### src/rtl/mdu_pkg.sv
// Shared definitions for the iterative multiply/divide unit: op codes, FSM
// states and the iteration counter width.
package mdu_pkg;

  localparam logic [1:0] MDU_MULT  = 2'b00;
  localparam logic [1:0] MDU_MULTU = 2'b01;
  localparam logic [1:0] MDU_DIV   = 2'b10;
  localparam logic [1:0] MDU_DIVU  = 2'b11;

  typedef enum logic [1:0] {IDLE, MUL, DIV, FINISH} mdu_state_e;

  function automatic int mdu_cnt_w(input int w);
    return $clog2(w + 1);
  endfunction

  localparam int MDU_CNT_W = mdu_cnt_w(32);

endpackage

### src/rtl/mdu_div_step.sv
// One restoring-division step: shift in the next dividend bit, trial-subtract
// the divisor and keep the difference only when it did not borrow.
module mdu_div_step #(
  parameter int WIDTH = 32
) (
  input  logic [WIDTH:0]   rem_i,
  input  logic             bit_i,
  input  logic [WIDTH-1:0] dvsr_i,
  output logic [WIDTH:0]   rem_o,
  output logic             q_o
);

  logic [WIDTH+1:0] shifted;
  logic [WIDTH+1:0] diff;

  assign shifted = {rem_i, bit_i};
  assign diff    = shifted - {2'b00, dvsr_i};
  // The top bit of the wider difference is the borrow of the trial subtract.
  assign q_o     = ~diff[WIDTH+1];
  assign rem_o   = q_o ? diff[WIDTH:0] : shifted[WIDTH:0];

endmodule

### src/rtl/mult_div_unit.sv
// Iterative MULT/MULTU/DIV/DIVU unit producing HI/LO write data and strobes.
// Results are registered out of FINISH, so done/strobes show one cycle later.
module mult_div_unit
  import mdu_pkg::*;
#(
  parameter int WIDTH = 32
) (
  input  logic             clk,
  input  logic             reset,
  input  logic             start,
  input  logic [1:0]       op,
  input  logic [WIDTH-1:0] a,
  input  logic [WIDTH-1:0] b,
  output logic             busy,
  output logic             done,
  output logic             div_zero,
  output logic [WIDTH-1:0] hi_in,
  output logic [WIDTH-1:0] lo_in,
  output logic             hi_write,
  output logic             lo_write
);

  localparam int CW = mdu_cnt_w(WIDTH);

  mdu_state_e         state_q, state_d;
  logic [CW-1:0]      cnt_q, cnt_d;
  logic               is_div_q, is_div_d;
  logic               neg_q, neg_d;
  logic               rneg_q, rneg_d;
  logic               dz_q, dz_d;
  // Mul: {partial product, multiplier}. Div: low half is dividend -> quotient.
  logic [2*WIDTH-1:0] acc_q, acc_d;
  logic [WIDTH:0]     rem_q, rem_d;
  logic [WIDTH-1:0]   opb_q, opb_d;
  logic               busy_q, busy_d;
  logic               done_q, done_d;
  logic               dzo_q, dzo_d;
  logic               wr_q, wr_d;
  logic [WIDTH-1:0]   hi_q, hi_d;
  logic [WIDTH-1:0]   lo_q, lo_d;

  logic               signed_op, div_op, a_neg, b_neg;
  logic [WIDTH-1:0]   a_abs, b_abs;
  logic [WIDTH:0]     mul_sum;
  logic [WIDTH:0]     step_rem;
  logic               step_q;
  logic [2*WIDTH-1:0] prod_fix;
  logic [WIDTH-1:0]   quo_fix, rem_fix;

  assign signed_op = (op == MDU_MULT) || (op == MDU_DIV);
  assign div_op    = (op == MDU_DIV) || (op == MDU_DIVU);
  assign a_neg     = signed_op & a[WIDTH-1];
  assign b_neg     = signed_op & b[WIDTH-1];
  assign a_abs     = a_neg ? (~a + 1'b1) : a;
  assign b_abs     = b_neg ? (~b + 1'b1) : b;

  assign mul_sum   = {1'b0, acc_q[2*WIDTH-1:WIDTH]} + (acc_q[0] ? {1'b0, opb_q} : '0);

  mdu_div_step #(.WIDTH(WIDTH)) u_step (
    .rem_i  (rem_q),
    .bit_i  (acc_q[WIDTH-1]),
    .dvsr_i (opb_q),
    .rem_o  (step_rem),
    .q_o    (step_q)
  );

  assign prod_fix = neg_q  ? (~acc_q + 1'b1)               : acc_q;
  assign quo_fix  = neg_q  ? (~acc_q[WIDTH-1:0] + 1'b1)    : acc_q[WIDTH-1:0];
  assign rem_fix  = rneg_q ? (~rem_q[WIDTH-1:0] + 1'b1)    : rem_q[WIDTH-1:0];

  always_comb begin
    state_d  = state_q;
    cnt_d    = cnt_q;
    is_div_d = is_div_q;
    neg_d    = neg_q;
    rneg_d   = rneg_q;
    dz_d     = dz_q;
    acc_d    = acc_q;
    rem_d    = rem_q;
    opb_d    = opb_q;
    done_d   = 1'b0;
    dzo_d    = 1'b0;
    wr_d     = 1'b0;
    hi_d     = hi_q;
    lo_d     = lo_q;
    unique case (state_q)
      IDLE: begin
        // busy_q still covers the visible done cycle, where start is ignored.
        if (start && !busy_q) begin
          cnt_d    = '0;
          is_div_d = div_op;
          neg_d    = a_neg ^ b_neg;
          rneg_d   = a_neg;
          rem_d    = '0;
          dz_d     = 1'b0;
          if (!div_op) begin
            acc_d   = {{WIDTH{1'b0}}, b_abs};
            opb_d   = a_abs;
            state_d = MUL;
          end else begin
            acc_d = {{WIDTH{1'b0}}, a_abs};
            opb_d = b_abs;
            if (b == '0) begin
              dz_d    = 1'b1;
              state_d = FINISH;
            end else begin
              state_d = DIV;
            end
          end
        end
      end
      MUL: begin
        acc_d = {mul_sum, acc_q[WIDTH-1:1]};
        cnt_d = cnt_q + 1'b1;
        if (cnt_q == CW'(WIDTH - 1)) state_d = FINISH;
      end
      DIV: begin
        rem_d = step_rem;
        acc_d = {acc_q[2*WIDTH-1:WIDTH], acc_q[WIDTH-2:0], step_q};
        cnt_d = cnt_q + 1'b1;
        if (cnt_q == CW'(WIDTH - 1)) state_d = FINISH;
      end
      FINISH: begin
        state_d = IDLE;
        done_d  = 1'b1;
        if (dz_q) begin
          dzo_d = 1'b1;
        end else begin
          wr_d = 1'b1;
          if (is_div_q) begin
            hi_d = rem_fix;
            lo_d = quo_fix;
          end else begin
            hi_d = prod_fix[2*WIDTH-1:WIDTH];
            lo_d = prod_fix[WIDTH-1:0];
          end
        end
      end
      default: state_d = IDLE;
    endcase
    busy_d = (state_d != IDLE) || (state_q == FINISH);
  end

  always_ff @(posedge clk or negedge reset) begin
    if (!reset) begin
      state_q  <= IDLE;
      cnt_q    <= '0;
      is_div_q <= 1'b0;
      neg_q    <= 1'b0;
      rneg_q   <= 1'b0;
      dz_q     <= 1'b0;
      acc_q    <= '0;
      rem_q    <= '0;
      opb_q    <= '0;
      busy_q   <= 1'b0;
      done_q   <= 1'b0;
      dzo_q    <= 1'b0;
      wr_q     <= 1'b0;
      hi_q     <= '0;
      lo_q     <= '0;
    end else begin
      state_q  <= state_d;
      cnt_q    <= cnt_d;
      is_div_q <= is_div_d;
      neg_q    <= neg_d;
      rneg_q   <= rneg_d;
      dz_q     <= dz_d;
      acc_q    <= acc_d;
      rem_q    <= rem_d;
      opb_q    <= opb_d;
      busy_q   <= busy_d;
      done_q   <= done_d;
      dzo_q    <= dzo_d;
      wr_q     <= wr_d;
      hi_q     <= hi_d;
      lo_q     <= lo_d;
    end
  end

  assign busy     = busy_q;
  assign done     = done_q;
  assign div_zero = dzo_q;
  assign hi_in    = hi_q;
  assign lo_in    = lo_q;
  assign hi_write = wr_q;
  assign lo_write = wr_q;

endmodule
### config.mk
export PLATFORM = sky130hd
export DESIGN_NAME = mult_div_unit
export DESIGN_NICKNAME = d
export VERILOG_FILES = /design/src/rtl/mdu_pkg.sv /design/src/rtl/mdu_div_step.sv /design/src/rtl/mult_div_unit.sv
export SDC_FILE = /design/constraint.sdc
export NUM_CORES = 1
export LEC_CHECK = 0
export CORE_ASPECT_RATIO = 1.25
export CORE_MARGIN = 4
export CORE_UTILIZATION = 64
export CTS_CLUSTER_SIZE = 24
export DETAILED_ROUTE_END_ITERATION = 8
export GPL_TIMING_DRIVEN = 1
export PLACE_DENSITY_LB_ADDON = 0.2
export RECOVER_POWER = 25
export SKIP_CTS_REPAIR_TIMING = 1
export SLEW_MARGIN = 30
export SYNTH_ARGS = -nofsm -noshare
export SYNTH_HDL_FRONTEND = slang
export SYNTH_SLANG_ARGS = --single-unit
### constraint.sdc
create_clock -name clk -period 8.9 [get_ports clk]
set_input_delay 2.67 -clock clk [delete_from_list [all_inputs] [get_ports clk]]
set_output_delay 2.67 -clock clk [all_outputs]
set_load 0.1 [all_outputs]
[After elaboration in Yosys (flattened, before gate mapping)]
Cells that the tools add are included.
Storage, ports and cells
  register bits after elaboration: 209
  input bits: 69
  logic and storage cells: 91
Cells by class
  $add $sub $neg: 8
  eq/ne operators: 7
  multiplexer cells: 29
  bitwise operators: 11
  reductions and logical operators: 20
Operators by type and width (count)
  $mux W32: 9
  $pmux W64 S3: 1
  $add A32 B1 Y32 const B: 4
  $mux W64: 2
  $not A32 Y32: 4
  $mux W33: 2
  $pmux W33 S2: 1
  $add A64 B1 Y64 const B: 1
  $not A64 Y64: 1
  $sub A34 B32 Y34: 1
  $add A32 B32 Y33: 1
  $logic_not A32 Y1: 1
  $pmux W6 S2: 1
  $reduce_and A2 Y1: 5
  $eq A2 B2 Y1 const B: 4
  $mux W1: 8
  $reduce_bool A2 Y1: 4
  $add A6 B1 Y6 const B: 1
  $eq A6 B5 Y1 const B: 1
  $mux W2: 3
  $mux W6: 1
  $pmux W2 S3: 1
  $logic_not A2 Y1: 2
  $logic_or A1 B1 Y1: 3
  10 further kinds: 13

[Depth between registers and ports, before layout]
  depth in word-level cells: 7
  depth in mapped cells: 14
  mapped depth without buffers: 13

[Hierarchy]
A second synthesis with hierarchy kept.
Second synthesis, totals
  cells, all modules: 2003
  area total of the unflattened synthesis: 16588.4 µm²
By module, submodules not included
  mult_div_unit: times used 1, cells each 1697, area an instance 14375.0 µm², sequential area each 5230.0 µm²
  mdu_div_step: times used 1, cells each 306, area an instance 2213.4 µm², sequential area each 0.0 µm²

[Worst setup path after synthesis]
Ideal clock, no wire load.
  path type: input to register
  start point: input port b[6]
  end point: register acc_q[22]
  library setup time: 0.141 ns
  arrival time: 4.920 ns
  data required time: 8.759 ns
  path slack: 3.839 ns
  stages on the path: 8
  path buffers: 0
  cells stage by stage: or4_4 -> nand2b_4 -> or4_4 -> or4_4 -> o31ai_2 -> xnor2_1 -> a222oi_1 -> a31oi_1
Between the ends
  cells in the longest elaborated chain, start to end: 6
RTL lines
  from (decl): RTL line mult_div_unit.sv:13  | input logic [WIDTH-1:0] b,
  $not A32 Y32: RTL line mult_div_unit.sv:55  | assign b_abs = b_neg ? (~b + 1'b1) : b;
  $add A32 B1 Y32: RTL line mult_div_unit.sv:55
  $mux W32: RTL line mult_div_unit.sv:55
  $mux W32: RTL line mult_div_unit.sv:96  | if (!div_op) begin
  $mux W64: RTL line mult_div_unit.sv:89  | if (start && !busy_q) begin
  $pmux W64 S3: RTL line mult_div_unit.sv:86  | unique case (state_q)
  to (signal assigned): RTL line mult_div_unit.sv:152  | acc_q <= '0;
  to (signal assigned): RTL line mult_div_unit.sv:168  | acc_q <= acc_d;
  to (decl): RTL line mult_div_unit.sv:32  | logic [2*WIDTH-1:0] acc_q, acc_d;
No other way between the ends. The select of a mux whose other input is x is not followed.
A chain may end at the register's enable or synchronous reset.

==> results by group <==
Finish
  – Final core utilization: 0.745
  – N_diodes: 0
  – Fin area: 18400 um^2
  – Most frequent cells in the layout: nand2_1, o21ai_0, dfrtp_1, nor2_1, a21oi_1
  – FF+latch area: 5230 um^2
  – Layout cell share with drive strength beyond 1: 0.0439
  – Area of the multi-input gates: 10100 um^2
  – # fillers: 1951
  – Layout Nets: 2222
  – Most common cell after layout, fill and taps aside: nand2_1
  – Area Overhead vs Synth: 13.9%
  – Non-filler cells, final: 2425

Route
  – Routed WL per cell: 20.8 um
  – DRT Pass-1 Iters: 7
  – Final WL: 50500 um
  – # DRC: 0
  – Vias: 15800
  – Drt first-iter violations: 1408
  – DRT antenna net count: 0
  – Via/cell ratio: 6.52

Floorplanning
  – I/O pin count: 138
  – Initial Utilization: 0.654
  – Site Rows: 64
  – Total Die Area: 27800 um^2
  – Core area: 24700 um^2
  – Die Width: 150 um
  – Die H: 185 um

GRT
  – Vias in the first global route: 15300
  – First-pass GRT wire length: 79500 um
  – Antenna violations before repair: 0
  – Total track usage: 0.360
  – GRT overflow: 0
  – Largest net degree at the start of global routing: 115

Logic synthesis
  – Seq/Total Area, Yosys: 0.324
  – Post-synth EDFFs: 0
  – Cells after synthesis: 2019
  – Synth warnings: 0
  – Post-Syn Area per Cell: 7.99 um^2
  – Asr flop ratio synth: 1.00
  – Syn Std Cell Area: 16100 um^2
  – Syn_nets: 2163
  – Synth Flop Type: dfrtp_1
  – Post-synth cell types: 73
  – Seq cells post-synth: 209

Worst setup path
  – Slowest stage delay, CP: 2790 ps
  – Arr. time, crit path: 5530 ps
  – Critical path startpoint category: input port
  – Critical-path cell list: clkbuf_1
  – Worst path buffer plus inverter count: 1
  – CP top delay family: buffers and inverters
  – Required @ worst endpoint: 8280 ps
  – Critical-path top delay cell: clkbuf_1
  – Crit-path max FO: 71
  – Crit. End Element: asynchronous set/reset pin
  – WS Path Type: input port to asynchronous set/reset pin

STA
  – Worst Clk Skew: 18.8 ps
  – Final hold vios: 0
  – Min Tclk post-route: 6150 ps
  – Final worst slack: 2750 ps
  – Hold WS: 471 ps
  – Slew @ Worst Pin: 4060 ps
  – Period utilization: 0.691
  – F_max: 163 MHz
  – Final setup violation count: 0
  – Unrepaired setup endpoints after global routing: false
  – Worst rel slew slack: -1.71
  – Max Transition Viols Final: 187
  – Setup TNS: 0 ps

Clock network
  – Sink Count: 209
  – Clock Latency Late Sink: 540 ps
  – Reg clk slew, reported paths: 70 ps
  – H-tree Lvls: 1
  – TritonCTS Buffers: 23
  – Root Buffer: clkbuf_16
  – Max clock buf depth: 3
  – CTS tree: built

Placed design
  – Placed Area: 17600 um^2
  – RePlAce Congestion: 1.06
  – Number of port buffers: 137
  – Place WS: 3120 ps
  – Hpwl dp: 38200 um
  – DP Cell Count: 2383

Run
  – Max-cap violations: 2

Pwr
  – Peak VDD IR: 0.408 mV
  – Final total power: 6.79 mW
  – Leakage: 8.05 nW
  – Pwr per Cell Area: 369 nW/um^2

Run status
  – Status: finished, violations left
  – Failing checks: max-capacitance violations, max-slew violations

Worst hold path
  – Worst Hold Class: register to register
## layer usage
layer	track usage	share of wire	routed length (um)	vias up
met5	0	0	0	-
met4	0.242	0.077	3890	0
met3	0.0446	0.076	3840	216
met2	0.629	0.49	24700	841
met1	0.410	0.36	18100	7411
li1	-	-	-	7339
## cells by family (layout without fill, tap and decap cells)
| logic type | after synthesis | in the layout | share of synthesized area |
|---|---|---|---|
| AOI/OAI and AO/OA | 652 | 652 | 0.252 |
| xor gates and xnor gates | 199 | 199 | 0.108 |
| adders and majority gates | 75 | 75 | 0.0591 |
| DFF | 209 | 209 | 0.324 |
| buffers and inverters | 195 | 271 | 0.0495 |
| muxes | 36 | 36 | 0.0226 |
| and+or+nand+nor | 653 | 653 | 0.184 |
## cell usage after synthesis, drive strengths merged, types with 19 or more instances
| cell | instances | share of area |
|---|---|---|
| or4 | 21 | 0.011 |
| inv | 75 | 0.017 |
| nor2 | 171 | 0.040 |
| mux2i | 33 | 0.020 |
| ha | 73 | 0.057 |
| nor3 | 29 | 0.0090 |
| nand2 | 288 | 0.067 |
| o21ai | 253 | 0.079 |
| buf | 21 | 0.0061 |
| dfrtp | 209 | 0.32 |
| xor2 | 106 | 0.058 |
| clkbuf | 98 | 0.025 |
| a21oi | 141 | 0.044 |
| o31ai | 45 | 0.023 |
| xnor2 | 93 | 0.051 |
| nand3 | 22 | 0.0068 |
| o41ai | 19 | 0.010 |
| or3 | 26 | 0.011 |
| a21o | 42 | 0.020 |
## layout make-up
type	count	share of cell area
repair buffers	154	0.0822
clock inverters	16	0.0104
clock buffers	26	0.0330
well taps	330	0.0225
flip-flops and latches	209	0.285
multi-input cells	1615	0.552
inverters	75	0.0153
## sequential cells by signal (all words and copies together) (netlist names), 2 cells and up
signal and cells:
acc_q 64, rem_q 33, hi_in 32, lo_in 32, opb_q 32, cnt_q 6, state_q 2
## path summary, 6_finish.rpt
path / start / endpoint / slack, ps / cells after the start
min in group asynchronous: reset / div_zero$_DFF_PN0_ / 3560 / 1
worst min-delay path: hi_in[25]$_DFFE_PN0P_ / hi_in[25]$_DFFE_PN0P_ / 470 / 2
worst min register to register: hi_in[25]$_DFFE_PN0P_ / hi_in[25]$_DFFE_PN0P_ / 470 / 2
worst max register to register: state_q[0]$_DFF_PN0_ / hi_in[16]$_DFFE_PN0P_ / 3490 / 8
max in group clk: state_q[0]$_DFF_PN0_ / hi_in[16]$_DFFE_PN0P_ / 3490 / 8
worst max-delay path: reset / rneg_q$_DFFE_PN0P_ / 2750 / 1
## where the power goes
group / internal (mW) / switching [mW] / total, mW
clock: 0.585 / 0.424 / 1.01
sequential: 1.29 / 0.414 / 1.71
combinational: 1.23 / 2.84 / 4.07
total: 3.11 / 3.68 / 6.79
Note: power is estimated with default switching activity, not from simulation.
